### config.mk
export PLATFORM = sky130hd
export DESIGN_NAME = seven_seg_scan_ctrl_flat
export DESIGN_NICKNAME = d
export VERILOG_FILES = /design/src/rtl/seven_seg_scan_ctrl_if.sv /design/src/rtl/seven_seg_scan_ctrl.sv /design/src/flat_wrapper.sv
export SDC_FILE = /design/constraint.sdc
export NUM_CORES = 1
export LEC_CHECK = 0
export CAP_MARGIN = 20
export CORE_ASPECT_RATIO = 1.2
export CORE_MARGIN = 4
export CORE_UTILIZATION = 55
export CTS_CLUSTER_SIZE = 40
export DETAILED_ROUTE_END_ITERATION = 10
export HOLD_SLACK_MARGIN = 0.12
export PLACE_DENSITY = 0.89
export SYNTH_ARGS = -nofsm -noshare
export SYNTH_HDL_FRONTEND = slang
export SYNTH_SLANG_ARGS = --single-unit
### constraint.sdc
create_clock -name clk -period 2.8 [get_ports clk]
set_input_delay 0.28 -clock clk [delete_from_list [all_inputs] [get_ports clk]]
set_output_delay 0.28 -clock clk [all_outputs]
set_load 0.02 [all_outputs]
### src/rtl/seven_seg_scan_ctrl_if.sv
// rtl/seven_seg_scan_ctrl_if.sv - display value handshake into the seven-segment scan controller
// The producer drives one complete display value per in_valid/in_ready transfer.
interface seven_seg_scan_ctrl_if #(
  parameter int DIGITS   = 2,
  parameter int PWM_BITS = 4
);
  logic                  in_valid;
  logic                  in_ready;
  logic [4*DIGITS-1:0]   in_code;
  logic [DIGITS-1:0]     in_points;
  logic [PWM_BITS-1:0]   brightness;

  modport master (
    output in_valid,
    output in_code,
    output in_points,
    output brightness,
    input  in_ready
  );

  modport slave (
    input  in_valid,
    input  in_code,
    input  in_points,
    input  brightness,
    output in_ready
  );
endinterface

### src/rtl/seven_seg_scan_ctrl.sv
// rtl/seven_seg_scan_ctrl.sv - multiplexed seven-segment scan scheduler with blanking and PWM
// New values wait in a shadow buffer and reach the display only at frame boundaries.
module seven_seg_scan_ctrl #(
  parameter int DIGITS        = 2,
  parameter int PRESCALE_BITS = 18,
  parameter int BLANK_CYCLES  = 64,
  parameter int PWM_BITS      = 4
) (
  input  logic                  clk,
  input  logic                  nreset,
  seven_seg_scan_ctrl_if.slave  in_if,
  output logic [DIGITS-1:0]     sel,
  output logic [3:0]            nibble,
  output logic                  point,
  output logic                  seg_en,
  output logic                  frame_start
);

  localparam int DIG_W    = $clog2(DIGITS);
  localparam int SHADOW_W = 4*DIGITS + DIGITS + PWM_BITS;
  localparam logic [PRESCALE_BITS-1:0] BLANK_LAST = PRESCALE_BITS'(BLANK_CYCLES - 1);
  localparam logic [DIG_W-1:0]         LAST_DIGIT = DIG_W'(DIGITS - 1);

  typedef enum logic {ST_BLANK, ST_ON} state_t;

  state_t                   state_q, state_d;
  logic [PRESCALE_BITS-1:0] slot_cnt_q;
  logic [DIG_W-1:0]         digit_q;

  logic [SHADOW_W-1:0]      shadow_q;
  logic                     shadow_full_q;
  logic [4*DIGITS-1:0]      code_act_q;
  logic [DIGITS-1:0]        points_act_q;
  logic [PWM_BITS-1:0]      bright_act_q;

  logic [DIGITS-1:0]        sel_d;
  logic [3:0]               nibble_d;
  logic                     point_d;
  logic                     seg_en_d;

  logic slot_wrap;
  logic frame_end;
  logic xfer;

  assign slot_wrap      = &slot_cnt_q;
  assign frame_end      = slot_wrap && (digit_q == LAST_DIGIT);
  assign xfer           = in_if.in_valid && !shadow_full_q;
  assign in_if.in_ready = ~shadow_full_q;

  always_ff @(posedge clk or negedge nreset) begin
    if (!nreset) begin
      state_q    <= ST_BLANK;
      slot_cnt_q <= '0;
      digit_q    <= '0;
    end else begin
      state_q    <= state_d;
      slot_cnt_q <= slot_cnt_q + 1'b1;
      if (slot_wrap)
        digit_q <= (digit_q == LAST_DIGIT) ? '0 : digit_q + 1'b1;
    end
  end

  always_comb begin
    state_d = state_q;
    case (state_q)
      ST_BLANK: if (slot_cnt_q == BLANK_LAST) state_d = ST_ON;
      ST_ON:    if (slot_wrap) state_d = ST_BLANK;
      default:  state_d = ST_BLANK;
    endcase
  end

  // A transfer can only happen while the shadow is empty, so load and store never collide.
  always_ff @(posedge clk or negedge nreset) begin
    if (!nreset) begin
      shadow_q      <= '0;
      shadow_full_q <= 1'b0;
      code_act_q    <= '0;
      points_act_q  <= '0;
      bright_act_q  <= '0;
    end else begin
      if (xfer) begin
        shadow_q      <= {in_if.in_code, in_if.in_points, in_if.brightness};
        shadow_full_q <= 1'b1;
      end else if (frame_end && shadow_full_q) begin
        code_act_q    <= shadow_q[SHADOW_W-1 -: 4*DIGITS];
        points_act_q  <= shadow_q[PWM_BITS +: DIGITS];
        bright_act_q  <= shadow_q[PWM_BITS-1:0];
        shadow_full_q <= 1'b0;
      end
    end
  end

  always_comb begin
    sel_d    = '0;
    nibble_d = '0;
    point_d  = 1'b0;
    seg_en_d = 1'b0;
    if (state_q == ST_ON) begin
      sel_d    = DIGITS'(1) << digit_q;
      nibble_d = code_act_q[{digit_q, 2'b00} +: 4];
      point_d  = points_act_q[digit_q];
      seg_en_d = slot_cnt_q[PWM_BITS-1:0] < bright_act_q;
    end
  end

  always_ff @(posedge clk or negedge nreset) begin
    if (!nreset) begin
      sel         <= '0;
      nibble      <= '0;
      point       <= 1'b0;
      seg_en      <= 1'b0;
      frame_start <= 1'b0;
    end else begin
      sel         <= sel_d;
      nibble      <= nibble_d;
      point       <= point_d;
      seg_en      <= seg_en_d;
      frame_start <= frame_end;
    end
  end

endmodule

### src/flat_wrapper.sv
// flat-port wrapper written by rule: the top's interface ports become plain ports
module seven_seg_scan_ctrl_flat 
#(
  parameter int DIGITS        = 2,
  parameter int PRESCALE_BITS = 18,
  parameter int BLANK_CYCLES  = 64,
  parameter int PWM_BITS      = 4
)
  (clk, nreset, sel, nibble, point, seg_en, frame_start, in_if_in_valid, in_if_in_code, in_if_in_points, in_if_brightness, in_if_in_ready);
  seven_seg_scan_ctrl_if #(.DIGITS(DIGITS), .PWM_BITS(PWM_BITS)) in_if_i ();
  input  logic clk;
  input  logic nreset;
  output logic [DIGITS-1:0] sel;
  output logic [3:0] nibble;
  output logic point;
  output logic seg_en;
  output logic frame_start;
  input wire logic [$bits(in_if_i.in_valid)-1:0] in_if_in_valid;
  input wire logic [$bits(in_if_i.in_code)-1:0] in_if_in_code;
  input wire logic [$bits(in_if_i.in_points)-1:0] in_if_in_points;
  input wire logic [$bits(in_if_i.brightness)-1:0] in_if_brightness;
  output wire logic [$bits(in_if_i.in_ready)-1:0] in_if_in_ready;
  assign in_if_i.in_valid = in_if_in_valid;
  assign in_if_i.in_code = in_if_in_code;
  assign in_if_i.in_points = in_if_in_points;
  assign in_if_i.brightness = in_if_brightness;
  assign in_if_in_ready = in_if_i.in_ready;
  seven_seg_scan_ctrl #(.DIGITS(DIGITS), .PRESCALE_BITS(PRESCALE_BITS), .BLANK_CYCLES(BLANK_CYCLES), .PWM_BITS(PWM_BITS)) u_core (.clk(clk), .nreset(nreset), .in_if(in_if_i), .sel(sel), .nibble(nibble), .point(point), .seg_en(seg_en), .frame_start(frame_start));
endmodule
==> metrics.md <==
| Metric | Value |
|---|---|
| Final WL | 3.942 mm |
| Synthesized area per cell | 13.81 um2 |
| Warnings from Yosys | 0 |
| Final Util | 69.17% |
| Tmin final | 2397 ps |
| Crit start category | flop |
| Post-route cell area | 2925 um2 |
| Post-DRT Antenna Nets | 0 |
| RSZ-0062 raised after global routing | no |
| CTS HTree Levels | 3 |
| Routed via count | about 1400 |
| Die Height | between 80 and 90 um |
| Cell variety after synth | 27 |
| CP required | 3010 ps |
| Final worst slack | 403.3 ps |
| Max Cap Viol | 0 |
| Post-Place Setup Slack | 420.7 ps |
| Final Hold Vio Count | 0 |
| DRC errors left | 0 |
| Die width | about 68 um |
| CTS Buf Count | 9 |
| Largest net degree at the start of global routing | between 50 and 60 |
| Status | finished, final reports clean |
| Crit. End Element | flop |
| Placed Area | 2696 um2 |
| Cell Pwr Density | 610.4 nW/um2 |
| Clk root buf | clkbuf_8 |
| Fin Setup TNS | 0 ps |
| Mapped Area | 2404 um2 |
| Critical Path Fanout Max | 15 |
| Initial antenna violation count | 0 |
| Vias/cell | 5.171 |
| Clock Skews | between 7 and 8 ps |
| Final Cycle Share | between 80% and 90% |
| Remaining global-route overflow | 0 |
| Area Overhead vs Synth | 21.71% |
| IO buf count | 26 |
| Iter 0 DRT Violations | 80 |
| Leak pwr | 1.333 nW |
| Total power | 1.786 mW |
| Clk Latency, worst-skew pair | around 330 ps |
| Commonest non-fill, non-tap cell in the layout | dfrtp_1 |
| Hold Crit Class | flop to flop |
| Setup violators final | 0 |
| CTS tree | done |
| Syn Nets | 195 |
| CTS Buffer Depth | 2 |
| Die ar. | between 5000 and 6000 um2 |
| Worst-path clk slew | 60 ps |
| Fmax | 417.2 MHz |
| Critical path type | flop to flop |
| Vias in the first global route | 1389 |
| Worst vdd ir | 383.8 uV |
| Most frequent cells in the layout | dfrtp_1 (58), clkdlybuf4s50_1 (25), mux2_2 (19) |
| Clock sinks | 58 |
| Share of cells above drive strength 1 | 22.54% |
| Worst-margin pin slew | 696.2 ps |
| Yosys top cell by area | dfrtp_1 |
| Global Route Usage Sum | ~17% |
| I/O Pins | 27 |
| First-pass GRT wire length | about 6.6 mm |
| Placeable Area | 4229 um2 |
| Crit path DAT | 2610 ps |
| Initial Util | 56.83% |
| Post-synthesis instance total | between 150 and 200 |
| Postcts setup bufs | 0 |
| Final net count | 229 |
| Worst rel slew slack | 53.59% |
| Layout fillers | 303 |
| DP HPWL | 2.675 mm |
| TritonRoute pass-1 iters | 4 |
| Sequential area share after synthesis | 60.39% |
| # rows | 26 |
| Final GP Congestion | 0.8805 |
| Routed WL per cell | 14.65 um |
| Share of the synthesized area in the top cell type | 60.39% |
| Max-slew violations | 0 |
| Largest cells by area after synthesis | dfrtp_1 (60%), mux2_2 (8.9%), mux2_4 (5.6%) |
| N_diodes | 0 |
| Synth Register Bits | slightly below 60 |
==> report_power, final <==
| part | switching [mW] | leakage (nW) | internal [mW] |
|---|---|---|---|
| clock network | 0.319 | 0.109 | 0.522 |
| registers | 0.0146 | 0.764 | 0.864 |
| logic | 0.0251 | 0.460 | 0.0399 |
| total | 0.359 | 1.33 | 1.43 |
==> repair_timing <==
item / in CTS / in global routing
hold buffers: 1 / 0
gates resized for setup: 0 / 0
setup endpoints to repair: 0 / 0
endpoints found under the hold margin: 58 / 0
==> cells by family (layout without fill, tap and decap cells) <==
kind of cell	Yosys count	after routing	share of synthesized area, %
simple gates	44	44	10.10
buf+inv	13	52	3.071
compound gates	4	4	1.145
flops	58	58	60.39
xor+xnor	17	17	6.195
mux	34	34	17.02
fa+ha+maj	4	4	2.082
==> critical path, cell delays in order, from the launching register on <==
cell and delay, ps:
dfrtp_1 420, ha_1 210, nand3_1 150, or3_1 430, or4_4 700, mux2_4 350
==> worst paths after layout <==
kind	start	depth (start not counted)	to	slack, ps
max in group asynchronous	nreset	3	u_core.slot_cnt_q[8]$_DFF_PN0_	1720
worst min-delay path	u_core.slot_cnt_q[11]$_DFF_PN0_	1	u_core.slot_cnt_q[11]$_DFF_PN0_	500
worst min register to register	u_core.slot_cnt_q[11]$_DFF_PN0_	1	u_core.slot_cnt_q[11]$_DFF_PN0_	500
min in group asynchronous	nreset	3	u_core.shadow_q[6]$_DFFE_PN0P_	620
worst max-delay path	u_core.slot_cnt_q[0]$_DFF_PN0_	5	u_core.bright_act_q[0]$_DFFE_PN0P_	400
worst max register to register	u_core.slot_cnt_q[0]$_DFF_PN0_	5	u_core.bright_act_q[0]$_DFFE_PN0P_	400
==> cells in the mapped netlist <==
cell type  count
dfrtp_1       58
mux2_2        19
xnor2_1       12
mux2_4         9
nand2_1        8
inv_1          7
nand4_1        7
nor2_1         7
nor2b_1        7
mux2i_1        6
xor2_1         5
ha_1           4
clkbuf_1       3
nand3_1        3
nor4_1         3
a21o_1         2
and2_1         2
nand2b_1       2
nor3_1         2
a21oi_1        1
buf_12         1
buf_2          1
buf_6          1
nand4_2        1
o21a_1         1
or3_1          1
or4_4          1
==> registers in the layout, indices dropped and copies added (netlist names), 2 cells and up <==
register             cells
u_core.points_act_q      2
u_core.shadow_q         14
u_core.nibble            4
u_core.sel               2
u_core.bright_act_q      4
u_core.slot_cnt_q       18
u_core.code_act_q        8
==> metal layers <==
| layer | track usage [%] | wire [um] | vias to the layer above |
|---|---|---|---|
| met2 | 26.52 | 1998 | 26 |
| met1 | 20.71 | 1703 | 697 |
| met3 | 6.713 | 163 | 10 |
| li1 | - | - | 658 |
| met5 | 0 | 0 | - |
| met4 | 7.753 | 77 | 0 |
==> area by class of cell <==
cell class / instances / area [um2] / share of cell area, %
clock buffers: 11 / 141.4 / 4.833
clock inverters: 5 / 77.57 / 2.652
inverters: 7 / 26.28 / 0.8982
multi-input cells: 103 / 878.3 / 30.03
flip-flops and latches: 58 / 1451 / 49.61
well taps: 56 / 70.07 / 2.395
repair buffers: 29 / 280.3 / 9.581
==> through the flow <==
stage / hold WS [ps] / instances
final: 504.1 / 269
after global routing: 525.7 / 269
after CTS: 508.0 / 269
after detailed placement: 460.6 / 252
after global placement: 452.2 / 252
after floorplan: -15.59 / 174
(Power assumes the default switching activity.)
